--- src/rtl/cpu_types_pkg.sv ---
// Shared CPU pipeline types: word/register widths, EX/MEM data bundle and the
// data-memory request FSM state encoding.
package cpu_types_pkg;

    typedef logic [31:0] word_t;
    typedef logic [4:0]  regbits_t;

    typedef enum logic [1:0] {
        IDLE = 2'd0,
        REQ  = 2'd1,
        DONE = 2'd2
    } mem_state_t;

    typedef struct packed {
        word_t    aluresult;
        word_t    upper16;
        word_t    rdat_two;
        word_t    pcplus4;
        regbits_t wsel;
        logic     regwrite;
        logic     memread;
        logic     memwrite;
        logic     lui;
        logic     jal;
        logic     valid;
    } exmem_t;

endpackage

--- src/rtl/ex_mem_reg.sv ---
// EX/MEM pipeline register with data-memory request sequencing and a sticky
// halt that freezes the register once a valid halt has been captured.
//
//   state | meaning
//   IDLE  | no data-memory request outstanding
//   REQ   | dmemREN (load) or dmemWEN (store) asserted, waiting for dhit
//   DONE  | access served, holding results until the pipeline advances
module ex_mem_reg
    import cpu_types_pkg::*;
(
    input  logic     CLK,
    input  logic     nRST,
    input  logic     ihit,
    input  logic     stall,
    input  logic     flush,
    input  logic     dhit,
    input  word_t    aluresult_ex,
    input  logic [15:0] imm16_ex,
    input  word_t    rdat_two_id_ex_output,
    input  regbits_t wsel_ex,
    input  logic     regwrite_ex,
    input  logic     memread_ex,
    input  logic     memwrite_ex,
    input  logic     lui_ex,
    input  logic     jal_ex,
    input  logic     halt_ex,
    input  logic     valid_ex,
    input  word_t    pcplus4_ex,
    output word_t    aluresult_ex_mem_output,
    output word_t    upper16_ex_mem_output,
    output word_t    rdat_two_ex_mem_output,
    output word_t    pcplus4_ex_mem_output,
    output regbits_t wsel_ex_mem_output,
    output logic     regwrite_ex_mem_output,
    output logic     lui_ex_mem_output,
    output logic     jal_ex_mem_output,
    output logic     memread_ex_mem_output,
    output logic     halt_ex_mem_output,
    output logic     valid_ex_mem_output,
    output logic     dmemREN,
    output logic     dmemWEN,
    output logic     mem_stall
);

    mem_state_t state_q, state_d;
    exmem_t     exmem_q, exmem_d;
    exmem_t     capture;
    logic       halt_q, halt_d;
    logic       advance;

    assign mem_stall = (state_q == REQ) && !dhit;
    assign advance   = ihit && !stall && !mem_stall && !halt_q;

    // Control bits are qualified by valid so a bubble never carries side effects.
    always_comb begin
        capture           = '0;
        capture.aluresult = aluresult_ex;
        capture.upper16   = {imm16_ex, 16'h0000};
        capture.rdat_two  = rdat_two_id_ex_output;
        capture.pcplus4   = pcplus4_ex;
        capture.wsel      = wsel_ex;
        capture.regwrite  = regwrite_ex & valid_ex;
        capture.memread   = memread_ex  & valid_ex;
        capture.memwrite  = memwrite_ex & valid_ex;
        capture.lui       = lui_ex      & valid_ex;
        capture.jal       = jal_ex      & valid_ex;
        capture.valid     = valid_ex;
    end

    always_ff @(posedge CLK or negedge nRST) begin
        if (!nRST) begin
            state_q <= IDLE;
            exmem_q <= '0;
            halt_q  <= 1'b0;
        end else begin
            state_q <= state_d;
            exmem_q <= exmem_d;
            halt_q  <= halt_d;
        end
    end

    // An advance takes priority over a same-cycle dhit so the next request wins.
    always_comb begin
        state_d = state_q;
        exmem_d = exmem_q;
        halt_d  = halt_q;
        if (advance) begin
            if (flush) begin
                exmem_d = '0;
                state_d = IDLE;
            end else begin
                exmem_d = capture;
                halt_d  = halt_q | (halt_ex & valid_ex);
                state_d = (capture.memread || capture.memwrite) ? REQ : IDLE;
            end
        end else begin
            case (state_q)
                REQ:     state_d = dhit ? DONE : REQ;
                DONE:    state_d = DONE;
                IDLE:    state_d = IDLE;
                default: state_d = IDLE;
            endcase
        end
    end

    assign dmemREN = (state_q == REQ) && exmem_q.memread;
    assign dmemWEN = (state_q == REQ) && exmem_q.memwrite && !exmem_q.memread;

    assign aluresult_ex_mem_output = exmem_q.aluresult;
    assign upper16_ex_mem_output   = exmem_q.upper16;
    assign rdat_two_ex_mem_output  = exmem_q.rdat_two;
    assign pcplus4_ex_mem_output   = exmem_q.pcplus4;
    assign wsel_ex_mem_output      = exmem_q.wsel;
    assign regwrite_ex_mem_output  = exmem_q.regwrite;
    assign lui_ex_mem_output       = exmem_q.lui;
    assign jal_ex_mem_output       = exmem_q.jal;
    assign memread_ex_mem_output   = exmem_q.memread;
    assign valid_ex_mem_output     = exmem_q.valid;
    assign halt_ex_mem_output      = halt_q;

endmodule

--- config.mk ---
export PLATFORM = sky130hd
export DESIGN_NAME = ex_mem_reg
export DESIGN_NICKNAME = d
export VERILOG_FILES = /design/src/rtl/cpu_types_pkg.sv /design/src/rtl/ex_mem_reg.sv
export SDC_FILE = /design/constraint.sdc
export NUM_CORES = 1
export LEC_CHECK = 0
export CAP_MARGIN = 25
export CORE_MARGIN = 2
export CORE_UTILIZATION = 30
export DETAILED_ROUTE_END_ITERATION = 12
export PLACE_DENSITY = 0.56
export SETUP_SLACK_MARGIN = 0.4
export SYNTH_ARGS = -nofsm -noshare
export SYNTH_HDL_FRONTEND = slang
export SYNTH_SLANG_ARGS = --single-unit
--- constraint.sdc ---
create_clock -name CLK -period 2.28 [get_ports CLK]
set_input_delay 0.684 -clock CLK [delete_from_list [all_inputs] [get_ports CLK]]
set_output_delay 0.684 -clock CLK [all_outputs]
set_load 0.005 [all_outputs]
==> reports/qor.yml <==
critical_path_class: "reg -> reg"
synth-seq-area-share_pct: 46.4
met2WireLength_um: 8140
max_freq_mhz: 493
p_total_mw: 9.41
r2r-end: "rdat_two_ex_mem_output[8]"
critPathLaunchType: "register"
post-route-period-util_pct: 89.0
grt_max_degree: 66
drt_iter0_markers: 130
synth_common_cells: "142 x buf_4, 126 x dfrtp_1, 105 x nor2b_1"
irDropWorstVdd_uv: 403
switching_share_pct: 26.1
wl_met3_um: 1300
synth_warnings: 0
cp_data_required_time_ns: 2.57
routedWlPerCell_um: 16.3
fin_crit_ns: 2.03
numCtsBuffers: 17
numPortBuffers: 255
worstPathArrival_ns: 2.32
fin_ws_ns: 0.251
clk_path_buf_depth: 2
clockPowerShare_pct: 29.7
route.detailed.drc: 0
dp_worst_setup_slack_ns: -0.271
gp_congestion: 0.736
cp_max_fo: 9
core_area_um2: 22400
maxSlewViolCount: 0
grt_use_total_pct: 13.5
p_leak_nw: 4.87
die_height_um: 154
clk_latency_ns: 0.41
synth_top_area_cell: "dfrtp_1"
p_int_mw: 6.96
avgSynthCellArea_um2: 12.3
syn_inst: 553
synth_top_area_share_pct: 46.4
power_switching_mw: 2.46
yosys_most_used_dff: "dfrtp_1"
endpoint_kind: "register"
antennaDiodeCount: 0
grt_pass1_vias: 4768
path_clk_slew_ns: 0.06
ys_top_cells_by_area: "dfrtp_1 46%, buf_4 16%, mux2_2 14%"
synth-edff-count: 0
hpwl_um: 11500
status: "completed"
grt_pass1_wl_um: 25600
die-area_um2: 23900
die_width_um: 154
synth-seq-cells: 126
syn_area_um2: 6790
maxCapViolCount: 0
start_util_pct: 30.3
finalSetupViolCount: 0
htreeDepth: 4
synth_cell_type_count: 26
grt_setup_unrepaired: "yes"
numClockSinks: 126
ys_async_sr_fraction_pct: 100
routed_wl_um: 16900
final_nets: 872
vias_per_cell: 4.24
grt_antenna_before_repair: 0
worst-r2r-setup-slack_ns: 0.25
grt_overflow: 0
worst_r2r_path_depth: 8
pwr_density_cell_nw_per_um2: 954
rr_startpoint: "state_q[0]"
io_pins: 272
met1_length_um: 7150
first_pass_iters: 4
hold_class: "in -> async"
yosysMostFrequentCell: "buf_4"
pwr-share-comb_pct: 33.8
p_seq_share_pct: 36.5
area_growth_pct: 45.2
rows: 55
via_count: 4399
fin_skew_ns: 0.00778
top_layer_used: "met4"
cts_tree: "built"
hold_violations: 0
final_antenna_net_count: 0
cts-root-buf: "clkbuf_16"
drive_gt1_share_pct: 28.7
-- cells in the final DEF (no fill, tap or decap), types with 2 or more instances in the layout --
cell type / Yosys / final
clkbuf_1: 11 / 3
mux2_2: 86 / 40
conb_1: 1 / 16
clkbuf_8: 0 / 2
dlygate4sd2_1: 0 / 117
clkinv_2: 0 / 3
mux2i_1: 5 / 5
nand2_1: 5 / 5
dfrtp_1: 126 / 126
clkinv_4: 0 / 2
and2b_1: 13 / 13
mux2_4: 32 / 78
clkdlybuf4s50_1: 0 / 126
buf_6: 1 / 3
clkbuf_16: 0 / 21
buf_12: 4 / 8
nor2b_1: 105 / 105
buf_8: 1 / 6
buf_4: 142 / 39
dlymetal6s2s_1: 0 / 7
buf_2: 1 / 3
bufinv_16: 0 / 3
clkinvlp_4: 0 / 2
inv_1: 8 / 7
-- flip-flops by register name, summed over array words and instances, names as in the netlist --
name / count
regwrite_ex_mem_output: 1
valid_ex_mem_output: 1
rdat_two_ex_mem_output: 32
state_q: 2
memread_ex_mem_output: 1
wsel_ex_mem_output: 5
aluresult_ex_mem_output: 32
pcplus4_ex_mem_output: 32
exmem_q: 1
lui_ex_mem_output: 1
halt_ex_mem_output: 1
upper16_ex_mem_output: 16
jal_ex_mem_output: 1
-- cells by family (layout without fill, tap and decap cells) --
logic type | after synthesis | in the layout | share of synthesized area (%)
multiplexers | 123 | 123 | 22.1
AND/OR/NAND/NOR | 128 | 128 | 12.2
adder cells (fa/ha/maj) | 2 | 2 | 0.368
other | 1 | 16 | 0.0552
flip-flops | 126 | 126 | 46.4
AO/OA/AOI/OAI | 4 | 4 | 0.442
buffers and inverters | 169 | 354 | 18.4
-- final cells by class --
cell class | count | area [µm²]
tap | 285 | 357
multi-input combinational | 273 | 2630
clock buffer | 22 | 464
fill | 2116 | 12600
inverter | 8 | 30.0
clock inverter | 10 | 138
sequential | 126 | 3150
timing repair buffer | 314 | 3090
-- through the flow --
stage / std cells / cell area (µm²) / util, % / TNS [ns] / hold slack [ns]
2_1_floorplan: 568 / 6850 / - / 0 / 0.388
3_3_place_gp: 977 / 8850 / 39.4 / -17.44 / 0.474
3_5_place_dp: 977 / 8850 / 39.4 / -20.28 / 0.476
4_1_cts: 1027 / 9430 / 42.1 / 0 / 0.0218
5_1_grt: 1038 / 9860 / 44.0 / 0 / 0.0251
6_report: 1038 / 9860 / 44.0 / 0 / 0.0525
-- worst max-delay path by stage --
stage                from                    endpoint  slack, ns  depth (start not counted)
2_1_floorplan       flush  aluresult_ex_mem_output[0]       0.48                          5
3_3_place_gp         dhit                   mem_stall      -0.26                          3
3_5_place_dp         dhit                   mem_stall      -0.27                          3
4_1_cts        state_q[0]   rdat_two_ex_mem_output[1]       0.24                          7
5_1_grt        state_q[0]   upper16_ex_mem_output[28]       0.21                          8
6_report       state_q[0]   rdat_two_ex_mem_output[8]       0.25                          8
-- power groups by stage --
stage	clock (mW)	sequential [mW]	combinational, mW
3_5_place_dp	0	3.51	3.29
6_report	2.79	3.43	3.18
5_1_grt	2.97	3.54	3.42
4_1_cts	2.89	3.44	2.94
2_1_floorplan	0	3.35	2.28
3_3_place_gp	0	3.46	3.25
-- routing by layer --
layer | global-route usage, % | vias up
li1 | - | 2019
met1 | 15.5 | 2188
met2 | 23.1 | 171
met3 | 5.13 | 21
met4 | 5.03 | 0
met5 | 0 | -
-- critical path, cell delays in order, from the launching register on --
cell and delay (ns):
dfrtp_1 0.40, ha_4 0.18, nor2b_4 0.13, buf_6 0.12, nor4b_4 0.21, buf_6 0.18
buf_12 0.14, buf_4 0.22, mux2_4 0.32
-- repair_timing --
action                     4_1_cts  5_1_grt
pin swaps                        1        1
hold buffers                     0        0
setup buffers                   18        7
gates cloned                     0        4
gates resized for setup        132       74
setup endpoints to repair      246      131
Power figures use the tool's default switching activity.
